$ cat config.mk
export PLATFORM = sky130hd
export DESIGN_NAME = elevator
export DESIGN_NICKNAME = d
export VERILOG_FILES = /design/src/rtl/elevator_pkg.sv /design/src/rtl/elevator_req_sched.sv /design/src/rtl/elevator.sv
export SDC_FILE = /design/constraint.sdc
export NUM_CORES = 1
export LEC_CHECK = 0
export ABC_CLOCK_PERIOD_IN_PS = 2900
export CAP_MARGIN = 40
export CORE_UTILIZATION = 45
export CTS_CLUSTER_DIAMETER = 60
export DETAILED_ROUTE_END_ITERATION = 8
export PLACE_DENSITY_LB_ADDON = 0.25
export SYNTH_ARGS = -nofsm -noshare
export SYNTH_HDL_FRONTEND = slang
export SYNTH_SLANG_ARGS = --single-unit
$ cat constraint.sdc
create_clock -name clk -period 2.9 [get_ports clk]
set_input_delay 0.725 -clock clk [delete_from_list [all_inputs] [get_ports clk]]
set_output_delay 0.725 -clock clk [all_outputs]
set_load 0.005 [all_outputs]
$ cat src/rtl/elevator_pkg.sv
// Shared definitions for the elevator controller.
//   state_e : controller states (IDLE, MOVE_UP, MOVE_DN, DOOR)
//   dir_e   : remembered travel direction (DIR_UP, DIR_DN)
// Floor count, position width and door time are parameters on the modules.
package elevator_pkg;

    typedef enum logic [1:0] {
        IDLE    = 2'd0,
        MOVE_UP = 2'd1,
        MOVE_DN = 2'd2,
        DOOR    = 2'd3
    } state_e;

    typedef enum logic {
        DIR_UP = 1'b0,
        DIR_DN = 1'b1
    } dir_e;

endpackage

$ cat src/rtl/elevator_req_sched.sv
// Pending-call register and request summary for the elevator.
// Ports:
//   clk, reset  : rising-edge clock, synchronous active-high reset
//   floor_req   : call pulses, bit i = floor i (multi-hot allowed)
//   clear       : floors being serviced this cycle; clear wins over a new call
//   floor_pos   : current car floor
//   pend        : registered pending calls
//   req_here    : a call is pending at floor_pos
//   req_above   : a call is pending above floor_pos
//   req_below   : a call is pending below floor_pos
// The req_* outputs look only at the registered pend, so a call pulse
// cannot influence a decision on the edge that samples it.
module elevator_req_sched
    import elevator_pkg::*;
#(
    parameter int FLOORS = 5,
    parameter int POS_W  = 3
) (
    input  logic              clk,
    input  logic              reset,
    input  logic [FLOORS-1:0] floor_req,
    input  logic [FLOORS-1:0] clear,
    input  logic [POS_W-1:0]  floor_pos,
    output logic [FLOORS-1:0] pend,
    output logic              req_here,
    output logic              req_above,
    output logic              req_below
);

    logic [FLOORS-1:0] pend_d, pend_q;

    // A call for a floor being cleared on the same edge is absorbed.
    always_comb begin
        pend_d = (pend_q | floor_req) & ~clear;
    end

    always_ff @(posedge clk) begin
        if (reset) begin
            pend_q <= '0;
        end else begin
            pend_q <= pend_d;
        end
    end

    always_comb begin
        req_here  = 1'b0;
        req_above = 1'b0;
        req_below = 1'b0;
        for (int i = 0; i < FLOORS; i++) begin
            if (i == int'(floor_pos)) req_here  = req_here  | pend_q[i];
            if (i >  int'(floor_pos)) req_above = req_above | pend_q[i];
            if (i <  int'(floor_pos)) req_below = req_below | pend_q[i];
        end
    end

    assign pend = pend_q;

endmodule

$ cat src/rtl/elevator.sv
// Single-car elevator controller with a scan (collective) policy: keep
// going in the remembered direction while calls remain that way, then
// reverse. The car moves one floor per cycle and holds the door open for
// DOOR_CYCLES cycles at each stop.
// Ports:
//   clk, reset : rising-edge clock, synchronous active-high reset
//   floor_req  : call pulses, bit i = floor i
//   floor_pos  : current floor (registered)
//   door_open  : high only in DOOR
//   moving_up  : high only in MOVE_UP
//   moving_dn  : high only in MOVE_DN
module elevator
    import elevator_pkg::*;
#(
    parameter int FLOORS      = 5,
    parameter int POS_W       = 3,
    parameter int DOOR_CYCLES = 3
) (
    input  logic              clk,
    input  logic              reset,
    input  logic [FLOORS-1:0] floor_req,
    output logic [POS_W-1:0]  floor_pos,
    output logic              door_open,
    output logic              moving_up,
    output logic              moving_dn
);

    localparam int TMR_W = $clog2(DOOR_CYCLES + 1);

    state_e            state_d, state_q;
    dir_e              dir_d, dir_q;
    logic [POS_W-1:0]  floor_pos_d, floor_pos_q;
    logic [TMR_W-1:0]  tmr_d, tmr_q;
    logic [FLOORS-1:0] clear;
    logic [FLOORS-1:0] pend;
    logic              req_here, req_above, req_below;
    logic [POS_W-1:0]  pos_up, pos_dn;
    logic              pend_up, pend_dn;

    function automatic logic [FLOORS-1:0] floor_mask(input logic [POS_W-1:0] p);
        logic [FLOORS-1:0] m;
        m = '0;
        for (int i = 0; i < FLOORS; i++) begin
            m[i] = (int'(p) == i);
        end
        return m;
    endfunction

    elevator_req_sched #(
        .FLOORS (FLOORS),
        .POS_W  (POS_W)
    ) u_sched (
        .clk       (clk),
        .reset     (reset),
        .floor_req (floor_req),
        .clear     (clear),
        .floor_pos (floor_pos_q),
        .pend      (pend),
        .req_here  (req_here),
        .req_above (req_above),
        .req_below (req_below)
    );

    // Neighbouring floors and whether a call waits there; only consulted
    // while moving toward them.
    assign pos_up  = floor_pos_q + POS_W'(1);
    assign pos_dn  = floor_pos_q - POS_W'(1);
    assign pend_up = |(pend & floor_mask(pos_up));
    assign pend_dn = |(pend & floor_mask(pos_dn));

    always_comb begin
        state_d     = state_q;
        dir_d       = dir_q;
        floor_pos_d = floor_pos_q;
        tmr_d       = tmr_q;
        clear       = '0;
        case (state_q)
            IDLE: begin
                if (req_here) begin
                    state_d = DOOR;
                    clear   = floor_mask(floor_pos_q);
                    tmr_d   = TMR_W'(DOOR_CYCLES);
                end else if (dir_q == DIR_UP) begin
                    if (req_above) begin
                        state_d = MOVE_UP;
                    end else if (req_below) begin
                        dir_d   = DIR_DN;
                        state_d = MOVE_DN;
                    end
                end else begin
                    if (req_below) begin
                        state_d = MOVE_DN;
                    end else if (req_above) begin
                        dir_d   = DIR_UP;
                        state_d = MOVE_UP;
                    end
                end
            end
            MOVE_UP: begin
                // A move only starts toward a pending floor, so the top
                // floor is always a stop; the guard just keeps floor_pos
                // in range should that ever not hold.
                if (int'(floor_pos_q) >= FLOORS - 1) begin
                    state_d = IDLE;
                end else begin
                    floor_pos_d = pos_up;
                    if (pend_up) begin
                        state_d = DOOR;
                        clear   = floor_mask(pos_up);
                        tmr_d   = TMR_W'(DOOR_CYCLES);
                    end
                end
            end
            MOVE_DN: begin
                if (floor_pos_q == '0) begin
                    state_d = IDLE;
                end else begin
                    floor_pos_d = pos_dn;
                    if (pend_dn) begin
                        state_d = DOOR;
                        clear   = floor_mask(pos_dn);
                        tmr_d   = TMR_W'(DOOR_CYCLES);
                    end
                end
            end
            DOOR: begin
                // Calls for this floor while the door is open are swallowed
                // without extending the timer.
                clear = floor_mask(floor_pos_q);
                if (tmr_q <= TMR_W'(1)) begin
                    state_d = IDLE;
                    tmr_d   = '0;
                end else begin
                    tmr_d = tmr_q - TMR_W'(1);
                end
            end
            default: begin
                state_d = IDLE;
            end
        endcase
    end

    always_ff @(posedge clk) begin
        if (reset) begin
            state_q     <= IDLE;
            dir_q       <= DIR_UP;
            floor_pos_q <= '0;
            tmr_q       <= '0;
        end else begin
            state_q     <= state_d;
            dir_q       <= dir_d;
            floor_pos_q <= floor_pos_d;
            tmr_q       <= tmr_d;
        end
    end

    assign floor_pos = floor_pos_q;
    assign door_open = (state_q == DOOR);
    assign moving_up = (state_q == MOVE_UP);
    assign moving_dn = (state_q == MOVE_DN);

endmodule

==> results of run 1 <==
[registers in the layout, indices dropped and copies added (netlist names)]
| signal | count |
|---|---|
| tmr_q | 2 |
| state_q | 2 |
| floor_pos | 3 |
| dir_q | 1 |
| u_sched.pend | 5 |
[power by group through the flow]
stage,Combinational [µW],Clock (µW),Sequential (µW)
2_1_floorplan,675,0,292
3_3_place_gp,815,0,323
3_5_place_dp,829,0,329
4_1_cts,834,122,325
5_1_grt,933,132,337
6_report,847,120,329
[synth_stat cells, types with 2 or more instances]
library cell,n,share of area (%)
clkbuf_1,2,0.64
inv_1,5,1.6
nor2b_1,2,1.1
nor2_1,20,6.4
a221oi_1,4,3.0
xor2_1,2,1.5
buf_2,4,1.7
nand2b_1,4,2.1
nand2_1,8,2.6
o21ai_1,5,2.1
a211o_1,3,2.2
mux2i_1,5,4.3
nor3_1,5,2.1
o211ai_1,2,1.3
ha_1,12,13
a22o_1,4,3.0
a21oi_1,8,3.4
nand3_1,3,1.3
o21ai_0,6,2.6
dfxtp_1,13,22
a221oi_2,2,2.6
[metrics by stage]
step / worst slack (ns) / power [µW]
after CTS: 0.408 / 1280
final: 0.407 / 1300
after global placement: 0.547 / 1140
after detailed placement: 0.426 / 1160
after global routing: 0.199 / 1400
after floorplan: 0.746 / 967
[cells by family after synthesis]
logic type	count (synthesis)	share of synthesized area, %
adder cells (fa/ha/maj)	12	12.8
buffers and inverters	14	5.86
AO/OA/AOI/OAI	48	31.7
flip-flops	13	22.2
XOR/XNOR	3	2.24
multiplexers	5	4.26
AND/OR/NAND/NOR	49	21.0
[critical path, cell delays in order (launching register included)]
cell      delay, ns
dfxtp_1        0.53
inv_1          0.16
ha_1           0.39
a221oi_2       0.30
a21oi_1        0.08
or3b_4         0.47
nand4_1        0.18
mux2i_1        0.21
nor2_1         0.05
[routing by layer]
layer | up-vias | track usage, %
li1 | 551 | -
met1 | 522 | 32.3
met2 | 69 | 36.7
met3 | 18 | 6.61
met4 | 0 | 6.58
met5 | - | 0
[area by class of cell]
cell class,instances,area share [%]
Inverter,6,1.72
Clock buffer,4,2.00
Sequential cell,13,19.8
Timing Repair Buffer,12,9.15
Tap cell,30,2.86
Multi-Input combinational cell,117,64.4
[cell usage in the layout, fill, tap and decap left out, types with 2 or more instances in the layout]
cell,synthesis,routed
a211o_1,3,3
a21oi_1,8,8
a221oi_1,4,4
a221oi_2,2,2
a22o_1,4,4
clkbuf_4,0,3
clkdlybuf4s50_1,0,12
dfxtp_1,13,13
ha_1,12,12
inv_1,5,5
mux2i_1,5,5
nand2_1,8,8
nand2b_1,4,4
nand3_1,3,3
nor2_1,20,20
nor2b_1,2,2
nor3_1,5,5
o211ai_1,2,2
o21ai_0,6,6
o21ai_1,5,5
xor2_1,2,2
[worst max path at each step]
| stage | endpoint | cells after the start | slack, ns |
|---|---|---|---|
| 4_1_cts | moving_dn | 3 | 0.41 |
| 6_report | tmr_q[0]$_SDFFE_PP0P_ | 8 | 0.41 |
| 3_5_place_dp | tmr_q[0]$_SDFFE_PP0P_ | 8 | 0.43 |
| 5_1_grt | tmr_q[0]$_SDFFE_PP0P_ | 8 | 0.20 |
| 2_1_floorplan | state_q[0]$_SDFFE_PP0P_ | 9 | 0.75 |
| 3_3_place_gp | tmr_q[0]$_SDFFE_PP0P_ | 8 | 0.55 |
==> flow_summary.json, run 1 <==
{
  "diodes": 0,
  "grtUsageTotal_pct": 23.9,
  "reg2reg_from": "floor_pos[1]$_SDFFE_PP0P_",
  "max_freq_mhz": 401,
  "final_max_slew_viol_count": 0,
  "cellLeakagePower_uw": 0.000503,
  "min_from": "state_q[0]$_SDFFE_PP0P_",
  "post_cts_buffers": 0,
  "vias_per_cell": 6.37,
  "yosysWarnings": 0,
  "tns_ns": 0,
  "fin_crit_sh_pct": 86.0,
  "routed.top_layer": "met4",
  "start_kind": "register",
  "die_area_mm2": 0.00282,
  "syn_area_per_cell_um2": 8.16,
  "hold_buffers": 0,
  "clk_latency_ns": 0.28,
  "setup_viol": 0,
  "crit_path_start": "floor_pos[1]$_SDFFE_PP0P_",
  "crit_required_ns": 3.06,
  "p_int_uw": 654,
  "worstPathMaxFanout": 13,
  "grt_antenna_before_repair": 0,
  "cts_resized": 0,
  "core_area_mm2": 0.00248,
  "place_inst": 178,
  "synth_nets": 163,
  "fillerInstances": 252,
  "skew_ns": 0.00612,
  "tightest_slew_ns": 0.625,
  "rsz0062_at_grt": "false",
  "final_nets": 172,
  "final-instance-count-excl-fill": 182,
  "start_util_pct": 47.4,
  "swShare_pct": 49.5,
  "synthArstFlopShare_pct": 0,
  "drc": 0,
  "area_growth_pct": 11.7,
  "clock-sinks": 13,
  "dr_wl_met3_um": 276,
  "die_w_um": 53.1,
  "ctsLongestPathBuffers": 2,
  "ys.flop_type": "dfxtp_1",
  "first_global_vias": 1030,
  "clk_pin_slew_worst_paths_ns": 0.09,
  "max-vdd-ir-drop_mv": 0.633,
  "yosysUniqueCellTypes": 46,
  "grt_max_degree": 18,
  "min_period_ns": 2.49,
  "hpwlAfterDp_mm": 2.15,
  "gp_congestion": 0.838,
  "post_drt_wl_per_cell_um": 16.5,
  "gr-total-overflow": 0,
  "pwr-share-seq_pct": 25.4,
  "min_path_type": "reg -> reg",
  "cts_buffers": 3,
  "hold_path_depth": 2,
  "io_pins": 13,
  "route.vias.total": 1160,
  "root_buffer": "clkbuf_4",
  "maxCapViolCount": 0,
  "end_kind": "register",
  "final_antenna_net_count": 0,
  "drt_first_pass_iters": 5,
  "rrSetupSlack_ns": 0.41,
  "outcome": "finished, final reports clean",
  "rows": 18,
  "max_slew_margin_pct": 58.3,
  "synth_edf_count": 0,
  "seqCellArea_um2": 260,
  "yosysSeqAreaShare_pct": 22.2,
  "cts_tree": "built",
  "hold_end": "state_q[0]$_SDFFE_PP0P_",
  "synthCells": 144,
  "drt_iter0_markers": 52,
  "reg2reg_depth": 8,
  "synth-seq-cells": 13,
  "port_buffers": 12,
  "power_density_mw_per_mm2": 987,
  "design_area_mm2": 0.00131,
  "multi_input_area_um2": 846,
  "hold_ws_ns": 0.525,
  "met2_length_mm": 1.34,
  "reg2reg_to": "tmr_q[0]$_SDFFE_PP0P_",
  "wl_met1_mm": 1.30,
  "final_hold_viol_count": 0,
  "wirelength_mm": 3.01,
  "p_sw_uw": 642,
  "die_h_um": 53.1,
  "htreeDepth": 1,
  "final_util_pct": 53.0,
  "crit_arrival_ns": 2.65,
  "worstSetupPathType": "reg -> reg",
  "syn-cell-area_mm2": 0.00117,
  "final_layout_size_suffix_gt1_share_pct": 7.24,
  "grt_pass1_wl_mm": 4.88,
  "p_comb_share_pct": 65.4,
  "p_clk_share_pct": 9.3,
  "postPlaceCellArea_mm2": 0.00129
}
Note: power is estimated with default switching activity, not from simulation.
==> run 2: changes to the inputs <==
- CORE_ASPECT_RATIO: default -> 0.8
==> flow_summary.json, run 2 (synthesis gave the netlist of run 1 again) <==
{
  "diodes": 0,
  "final_nets": 172,
  "tightest_slew_ns": 0.587,
  "hold_buffers": 0,
  "reg2reg_to": "tmr_q[0]$_SDFFE_PP0P_",
  "cpPeakStageDelay_ns": 0.60,
  "maxCapViolCount": 0,
  "max_slew_margin_pct": 60.8,
  "place_inst": 184,
  "cellLeakagePower_uw": 0.000503,
  "first_global_vias": 931,
  "final_hold_viol_count": 0,
  "min_path_type": "reg -> reg",
  "crit_arrival_ns": 1.81,
  "design_area_mm2": 0.00132,
  "hold_end": "state_q[1]$_SDFFE_PP0P_",
  "cts_resized": 0,
  "largest_reg_flops": 5,
  "clk_latency_ns": 0.29,
  "final-instance-count-excl-fill": 188,
  "grt_pass1_wl_mm": 4.56,
  "cts_buffers": 3,
  "reg2reg_depth": 8,
  "worstSetupPathType": "reg -> out",
  "clock-sinks": 13,
  "post_cts_buffers": 0,
  "multi_input_area_um2": 846,
  "reg2reg_from": "floor_pos[0]$_SDFFE_PP0P_",
  "mostFrequentLayoutCell": "nor2_1",
  "max-vdd-ir-drop_mv": 0.463,
  "mostFrequentLayoutCells": "nor2_1 (20), dfxtp_1 (13), ha_1 (12), clkdlybuf4s50_1 (12)",
  "hpwlAfterDp_mm": 2.07,
  "min_from": "state_q[1]$_SDFFE_PP0P_",
  "htreeDepth": 1,
  "wirelength_mm": 2.82,
  "vias_per_cell": 5.89,
  "start_util_pct": 47.7,
  "grt_antenna_before_repair": 0,
  "skew_ns": 0.00218,
  "pre_cts_ws_ns": 0.426,
  "critPathSlowestCell": "clkdlybuf4s50_1",
  "seqCellArea_um2": 260,
  "hold_path_depth": 2,
  "gp_congestion": 0.920,
  "crit_required_ns": 2.17,
  "postPlaceCellArea_mm2": 0.00129,
  "io_pins": 13,
  "final_max_slew_viol_count": 0,
  "die_h_um": 47.7,
  "clk_pin_slew_worst_paths_ns": 0.09,
  "gr-total-overflow": 0,
  "drt_first_pass_iters": 4,
  "post_drt_wl_per_cell_um": 15.0,
  "die_area_mm2": 0.00282,
  "root_buffer": "clkbuf_4",
  "route.vias.total": 1108,
  "cts_tree": "built",
  "die_w_um": 59.1,
  "rrSetupSlack_ns": 0.40,
  "final_antenna_net_count": 0,
  "end_kind": "output port",
  "drt_iter0_markers": 66,
  "fillerInstances": 226,
  "grt_max_degree": 18,
  "power_density_mw_per_mm2": 973,
  "area_growth_pct": 12.4,
  "grtUsageTotal_pct": 22.6,
  "port_buffers": 12,
  "worstPathMaxFanout": 10,
  "core_area_mm2": 0.00246,
  "fin_ws_ns": 0.366,
  "outcome": "finished, final reports clean",
  "fin_crit_sh_pct": 87.4,
  "rows": 16,
  "start_kind": "register",
  "tns_ns": 0,
  "final_layout_size_suffix_gt1_share_pct": 7.24,
  "worstPathCellList": "inv_1, ha_1, clkdlybuf4s50_1",
  "min_period_ns": 2.53,
  "rsz0062_at_grt": "false",
  "setup_viol": 0,
  "drc": 0,
  "max_freq_mhz": 395,
  "ctsLongestPathBuffers": 2
}
## run 2: cell counts in the layout (fill, tap and decap cells not counted)
Identical to the previous run, type by type.
## run 2: routing by layer
layer	wire length (µm)	share of wire, %	GRT usage (%)	vias up
li1	-	-	-	547
met1	1300	46	30.7	504
met2	1250	44	33.9	51
met3	234	8.3	6.76	6
met4	34	1.2	9.52	0
met5	0	0	0	-
## run 2: layout make-up
| type | count | share of cell area (%) |
|---|---|---|
| multi-input combinational | 117 | 64.1 |
| inverter | 6 | 1.71 |
| sequential | 13 | 19.7 |
| timing repair buffer | 12 | 9.10 |
| tap | 36 | 3.41 |
| clock buffer | 4 | 1.99 |
## run 2: power breakdown
part / total [µW] / switching [µW] / internal [µW]
Sequential: 324 / 92.3 / 232
Clock: 126 / 72.4 / 53.6
Combinational: 834 / 466 / 368
## run 2: through the flow
stage                     util (%)  hold WS [ns]  total power, µW
after global routing          53.6         0.540             1390
after global placement        52.5         0.498             1140
after CTS                     53.6         0.524             1280
final                         53.6         0.521             1280
after detailed placement      52.5         0.508             1150
after floorplan                  -         0.476              967
## run 2: critical path, delay by kind of cell (launching register included)
family                   cells  cell delay (ns)
adder cells (fa/ha/maj)      1             0.45
flip-flops                   1             0.35
buffers and inverters        2             0.71
## run 2: how the worst max path moves through the flow
| stage | start | end | slack, ns | cells past startpoint |
|---|---|---|---|---|
| 2_1_floorplan | floor_pos[1]$_SDFFE_PP0P_ | state_q[0]$_SDFFE_PP0P_ | 0.75 | 9 |
| 3_3_place_gp | floor_pos[1]$_SDFFE_PP0P_ | tmr_q[0]$_SDFFE_PP0P_ | 0.53 | 8 |
| 3_5_place_dp | floor_pos[0]$_SDFFE_PP0P_ | tmr_q[0]$_SDFFE_PP0P_ | 0.43 | 8 |
| 4_1_cts | state_q[0]$_SDFFE_PP0P_ | moving_dn | 0.41 | 3 |
| 5_1_grt | floor_pos[0]$_SDFFE_PP0P_ | tmr_q[0]$_SDFFE_PP0P_ | 0.19 | 8 |
| 6_report | state_q[0]$_SDFFE_PP0P_ | moving_dn | 0.37 | 3 |
